### config.mk
export PLATFORM = sky130hd
export DESIGN_NAME = npu_out_serializer
export DESIGN_NICKNAME = d
export VERILOG_FILES = /design/src/rtl/npu_out_serializer.sv
export SDC_FILE = /design/constraint.sdc
export NUM_CORES = 1
export LEC_CHECK = 0
export ABC_AREA = 1
export CORE_MARGIN = 2
export CORE_UTILIZATION = 33
export CTS_BUF_LIST = sky130_fd_sc_hd__clkbuf_4 sky130_fd_sc_hd__clkbuf_8
export CTS_CLUSTER_SIZE = 10
export DETAILED_ROUTE_END_ITERATION = 12
export PLACE_DENSITY = 0.59
export SLEW_MARGIN = 25
export SYNTH_ARGS = -nofsm -noshare
export SYNTH_HDL_FRONTEND = slang
export SYNTH_SLANG_ARGS = --single-unit
### constraint.sdc
create_clock -name clk -period 12.5 [get_ports clk]
set_clock_uncertainty 0.05 [all_clocks]
set_input_delay 2.5 -clock clk [delete_from_list [all_inputs] [get_ports clk]]
set_output_delay 2.5 -clock clk [all_outputs]
set_load 0.01 [all_outputs]
### src/rtl/npu_out_serializer.sv
// Output serializer for the NPU convolution core: optional ReLU on capture, a small vector FIFO,
// and a BEATS-per-vector valid/ready stream with almost_full and sticky overflow for the controller.
module npu_out_serializer #(
  parameter  int NPU_OUT_NUM = 18,
  parameter  int DATA_WIDTH  = 8,
  parameter  int BEATS       = 2,
  parameter  int FIFO_DEPTH  = 4,
  localparam int VEC_W       = NPU_OUT_NUM * DATA_WIDTH,
  localparam int BW          = VEC_W / BEATS,
  localparam int PTR_W       = (FIFO_DEPTH > 1) ? $clog2(FIFO_DEPTH) : 1,
  localparam int LVL_W       = $clog2(FIFO_DEPTH) + 1,
  localparam int BEAT_W      = (BEATS > 1) ? $clog2(BEATS) : 1
) (
  input  logic             clk,
  input  logic             rstn,
  input  logic             relu_en,
  input  logic [VEC_W-1:0] in_data,
  input  logic             in_valid,
  output logic             almost_full,
  output logic [LVL_W-1:0] level,
  output logic             overflow,
  input  logic             ovf_clr,
  output logic [BW-1:0]    out_data,
  output logic             out_valid,
  input  logic             out_ready,
  output logic             out_last
);

  localparam logic [LVL_W-1:0]  LVL_FULL  = LVL_W'(FIFO_DEPTH);
  localparam logic [LVL_W-1:0]  LVL_AF    = LVL_W'(FIFO_DEPTH - 1);
  localparam logic [BEAT_W-1:0] BEAT_LAST = BEAT_W'(BEATS - 1);

  // Lanes are two's complement; the sign bit alone decides the clamp.
  function automatic logic [VEC_W-1:0] relu_vec(input logic [VEC_W-1:0] vec, input logic en);
    logic [VEC_W-1:0]             res;
    logic signed [DATA_WIDTH-1:0] lane;
    res = vec;
    for (int c = 0; c < NPU_OUT_NUM; c++) begin
      lane = vec[c*DATA_WIDTH +: DATA_WIDTH];
      if (en && (lane < 0)) begin
        res[c*DATA_WIDTH +: DATA_WIDTH] = '0;
      end
    end
    return res;
  endfunction

  logic [VEC_W-1:0]  mem_p0 [FIFO_DEPTH];
  logic [PTR_W-1:0]  wr_ptr;
  logic [PTR_W-1:0]  rd_ptr;
  logic [LVL_W-1:0]  level_q;
  logic [BEAT_W-1:0] beat_q;
  logic              ovf_q;

  logic              vld_p0;
  logic              hs;
  logic              pop;
  logic              push;
  logic              drop;
  logic [VEC_W-1:0]  head;
  logic [BW-1:0]     head_beat [BEATS];

  assign vld_p0 = (level_q != '0);
  assign hs     = vld_p0 && out_ready;
  assign pop    = hs && (beat_q == BEAT_LAST);
  // A pop in the same cycle frees the slot, so a full FIFO can still accept.
  assign push   = in_valid && ((level_q != LVL_FULL) || pop);
  assign drop   = in_valid && !push;

  // Stage p0: control state (pointers, occupancy, beat index, overflow flag)
  always_ff @(posedge clk) begin
    if (!rstn) begin
      wr_ptr  <= '0;
      rd_ptr  <= '0;
      level_q <= '0;
      beat_q  <= '0;
      ovf_q   <= 1'b0;
    end else begin
      if (push) wr_ptr <= wr_ptr + 1'b1;
      if (pop)  rd_ptr <= rd_ptr + 1'b1;
      if (push && !pop) begin
        level_q <= level_q + 1'b1;
      end else if (!push && pop) begin
        level_q <= level_q - 1'b1;
      end
      if (hs) beat_q <= pop ? '0 : beat_q + 1'b1;
      if (drop) begin
        ovf_q <= 1'b1;
      end else if (ovf_clr) begin
        ovf_q <= 1'b0;
      end
    end
  end

  // Stage p0: vector storage, written post-ReLU; contents are not reset
  always_ff @(posedge clk) begin
    if (push) mem_p0[wr_ptr] <= relu_vec(in_data, relu_en);
  end

  // Head select and beat slicing are combinational off the registered storage
  assign head = mem_p0[rd_ptr];

  for (genvar b = 0; b < BEATS; b++) begin : g_beat
    assign head_beat[b] = head[b*BW +: BW];
  end

  assign out_valid   = vld_p0;
  assign out_data    = vld_p0 ? head_beat[beat_q] : '0;
  assign out_last    = vld_p0 && (beat_q == BEAT_LAST);
  assign level       = level_q;
  assign almost_full = (level_q >= LVL_AF);
  assign overflow    = ovf_q;

endmodule

After elaboration in Yosys (flattened, before gate mapping)
Memory sizes are Yosys's and may differ from the RTL's. A register that Yosys moved wholly into a read port is not among the register bits.
Index checks and enable logic that the tools add are counted.
{"block": "totals", "ff_bits": 9, "ramBits": 576, "output_inout_bits": 79, "elab_cells": 113, "mem_count": 1}
{"block": "op_classes", "add_sub_neg": 5, "n_lt_le_gt_ge": 20, "eq_ne": 1, "muxes": 49, "n_bitwise": 1, "n_reduce_logical": 31}
{"name": "mem_p0", "depth": 4, "word_bits": 144, "read_ports": 1, "rd_ports_with_merged_regs": 1, "wr": 1, "line": "47", "rtl": "logic [VEC_W-1:0] mem_p0 [FIFO_DEPTH];"}
{"operator": "two-way mux 72 bit", "count": 4}
{"operator": "two-way mux 8 bit", "count": 36}
{"operator": "< comparator 8 x 1 -> 1 bit (second input constant)", "count": 18}
{"operator": "logical AND 1 bit", "count": 25}
{"operator": "two-way mux 3 bit", "count": 2}
{"operator": "two-way mux 1 bit", "count": 5}
{"operator": "adder 2 x 1 -> 2 bit (second input constant)", "count": 2}
{"operator": "two-way mux 2 bit", "count": 2}
{"operator": "nonzero test 2 bit", "count": 2}
{"operator": "adder 3 x 1 -> 3 bit (second input constant)", "count": 1}
{"operator": ">= comparator 3 x 2 -> 1 bit (second input constant)", "count": 1}
{"operator": "inequality test 3 bit (second input constant)", "count": 1}
{"operator": "nonzero test 3 bit", "count": 1}
{"operator": "subtractor 3 x 1 -> 3 bit (second input constant)", "count": 1}
{"operator": ">= comparator 2 bit (second input constant)", "count": 1}
{"operator": "zero test 1 bit", "count": 2}
{"operator": "NOT 1 -> 2 bit", "count": 1}
{"operator": "adder 1 bit (second input constant)", "count": 1}
{"operator": "logical OR 1 bit", "count": 1}

Longest topological paths before layout
{"block": "logic_depth", "word_depth": 9, "ltp_mapped": 12, "mapped_depth_nobuf": 12}

Least setup slack after synthesis
Ideal clock, no wire load.
{"block": "synth_timing", "kind": "input to register", "from": "input out_ready", "to": "memory mem_p0[0][0] in the netlist's numbering (enable)", "setup_ns": 0.650, "arrival_ns": 8.976, "required_ns": 11.800, "setup_slack_ns": 2.824, "path_stages": 4, "n_path_buf": 0, "path_cell_list": "inv_1 -> o211ai_1 -> nand2_1 -> nor2_1"}
{"block": "synth_between", "elab_chain_len": 6}
{"item": "start, declared", "line": "25", "rtl": "input logic out_ready,"}
{"item": "logical AND 1 bit", "line": "63", "rtl": "assign hs = vld_p0 && out_ready;"}
{"item": "logical AND 1 bit", "line": "64", "rtl": "assign pop = hs && (beat_q == BEAT_LAST);"}
{"item": "logical OR 1 bit", "line": "66", "rtl": "assign push = in_valid && ((level_q != LVL_FULL) || pop);"}
{"item": "logical AND 1 bit", "line": "66"}
{"item": "two-way mux 1 bit", "line": "96", "rtl": "if (push) mem_p0[wr_ptr] <= relu_vec(in_data, relu_en);"}
{"item": "two-way mux 1 bit (not written as such)", "line": "96"}
{"item": "end, declared", "line": "47"}
Every way passes these cells.

==> out/results.txt <==
Post-synth top area share - 72.0%
RSZ-0062 raised after global routing - no
Sequential fraction of the synthesis area - 72.9%
Area Overhead vs Synth - 20.3%
Worst-Margin Slew - 1.02 ns
Drt wl/cell - 18.5 um
Power density cells - 181 mW/mm^2
Full die area - 0.0750 mm^2
Clock insertion delay at the later pin of the skew report - 0.68 ns
Worst-path clk slew - 0.06 ns
First-pass GRT wire length - 92.0 mm
Chip width - 274 um
Yosys warning count - 0
Site Rows - 98
Area contributors post-synth - edfxtp_1, nor2_1, o21ai_0
1st-pass router iterations - 5
Worst setup EP type - output pin
Fmax - 150 MHz
Post-Syn Area - 0.0240 mm^2
Synth cell types - 23
Commonest cells in the netlist - edfxtp_1, nor2_1, nand2_1, o21ai_0, inv_1
Ys flop type - edfxtp_1
Largest net degree at the start of global routing - 176
Clock buffer depth - 3
Core area - 0.0717 mm^2
Tcrit/Tclk final - 53.5%
Cell Int Power - 3680 uW
Switch share - 29.7%
Drt initial violations - 1,291
Vias in the first global route - 16,200
Top Ports - 229
Root Buffer - clkbuf_8
Worst Path Max Fanout - 80
Maximum resistive drop on vdd - 0.114 mV
Layout cells sized above 1 - 7.56%
Total negative slack - 0 ns
Vias - 15,800
Reg power frac - 46.6%
Fin. max-slew vios - 0
Worst Hold Class - reg2reg
CTS sink count - 587
Area of the multi-input gates - 0.00517 mm^2
Max cap viols - 0
Fill count - 6,765
Minimum clock period - 6.69 ns
Initial Utilization - 33.5%
ANT nets after route - 0
Yosys reg bits - 587
Post-CTS Resized - 0
Outcome - finished clean
Avg Inst Size Synth - 11.8 um^2
Overflow after GRT - 0
Min Hold Slack - 0.424 ns
CTS Buf Count - 97
Leakage power - 0.0106 uW
Yosys top cell by area - edfxtp_1
Logic pwr share - 23.1%
Vias/cell - 4.81
Nets - 2,419
Hold buffers post-CTS - 0
# Post-CTS Setup Buffers - 0
Final setup fails - 0
Critical Path AT - 4.14 ns
Required @ worst endpoint - 9.95 ns
GP Congestion - 0.755
Most frequent cell after synthesis - edfxtp_1
H-Tree Depth - 3
Final hold vios - 0
WS Path Type - reg2out
Mapped Nets - 2,185
Initial antenna violation count - 4
# DRC - 0
Critical Path Start Type - flop
Mapped Cells - 2,029
Synth async-reset ratio - 0%
PortBufs - 228
Slew HR - 32.0%
CTS tree - yes
EDFF count, synth - 576
Net Switching - 1550 uW
Die Ht - 274 um
GR Util All Layers - 16.0%
FF/Latch Area - 0.0175 mm^2
Routed wire length - 60.8 mm
Share of total power in the clock network - 30.3%
Final HPWL DP - 33.7 mm
-- critical path: stages, from the launching register on --
cell	delay, ns
dfxtp_4	0.69
buf_4	0.62
buf_4	0.78
o21ai_0	0.22
o22ai_1	0.27
nand2_1	0.09
nand2_1	0.12
clkdlybuf4s50_1	0.54
-- power groups by stage --
| stage | sequential (uW) | combinational, uW | clock [uW] |
|---|---|---|---|
| 2_1_floorplan | 2500 | 620 | 0 |
| 3_5_place_dp | 2480 | 1220 | 0 |
| 4_1_cts | 2440 | 1230 | 1630 |
| 3_3_place_gp | 2470 | 1220 | 0 |
| 6_report | 2440 | 1210 | 1590 |
| 5_1_grt | 2450 | 1320 | 1710 |
-- state kept, by name, indices dropped and copies added, names as in the netlist, named ones only --
signal and count:
beat_q 1, level 3, mem_p0 576, overflow 1
rd_ptr 2, wr_ptr 2
-- layer usage --
metal  vias to the layer above  track usage (%)  part of all wire (%)
met1                      7786             20.3                    43
met2                       389             27.1                    49
met3                       101             2.77                   4.5
met5                         -                0                 0.018
met4                         2             6.54                   2.8
li1                       7541                -                     -
-- through the flow --
stage	area (um^2)	power, uW	util [%]	cells	setup WS (ns)
3_5_place_dp	27000	3700	37.7	3113	6.41
4_1_cts	28900	5300	40.2	3289	5.78
2_1_floorplan	24000	3120	-	2029	2.82
3_3_place_gp	27000	3690	37.6	3112	6.44
6_report	28900	5230	40.3	3291	5.81
5_1_grt	28900	5480	40.3	3291	5.50
-- logic make-up after synthesis --
group | after synthesis | synth area share [%]
AND/OR/NAND/NOR | 694 | 10.9
flip-flops | 587 | 72.9
AO/OA/AOI/OAI | 446 | 10.1
buffers and inverters | 294 | 5.73
adder cells (fa/ha/maj) | 6 | 0.344
XOR/XNOR | 2 | 0.0729
-- cells in the final DEF (no fill, tap or decap) --
cell               n
a21oi_1            9
bufinv_16          1
o22ai_1          144
o21ai_1           47
inv_8              4
clkinv_2          12
clkbuf_8          97
inv_2              1
ha_1               5
clkbuf_4          30
dfxtp_1            9
a21oi_4            1
buf_4             14
diode_2            1
o21ai_0          244
dfxtp_4            2
buf_16             1
nor2_1           438
clkinv_1          29
nor3_1             2
nor2_4             4
clkdlybuf4s50_1  227
inv_1            179
inv_6              2
xor2_1             2
buf_6              2
nand3_1            4
inv_12             2
nand2_1          246
buf_2              1
edfxtp_1         576
o211ai_1           1
buf_12             2
fa_1               1
inv_4              1
-- path summary, 6_finish.rpt --
| kind | slack [ns] | depth (start not counted) | end | start |
|---|---|---|---|---|
| worst max-delay path | 5.81 | 7 | out_data[32] | flop |
| worst min-delay path | 0.42 | 2 | overflow | overflow |
| worst max register to register | 9.06 | 5 | mem_p0[3][45] | beat_q |
| worst min register to register | 0.42 | 2 | overflow | overflow |
-- layout make-up --
class,instances,area share (%)
Sequential cell,587,60.7
Multi-Input combinational cell,1148,17.9
Timing Repair Buffer,247,8.56
Clock buffer,127,5.40
Tap cell,950,4.11
Inverter,182,2.40
Clock inverter,49,0.979
Antenna cell,1,0.00866
No activity file was read; power rests on OpenSTA's default activity.
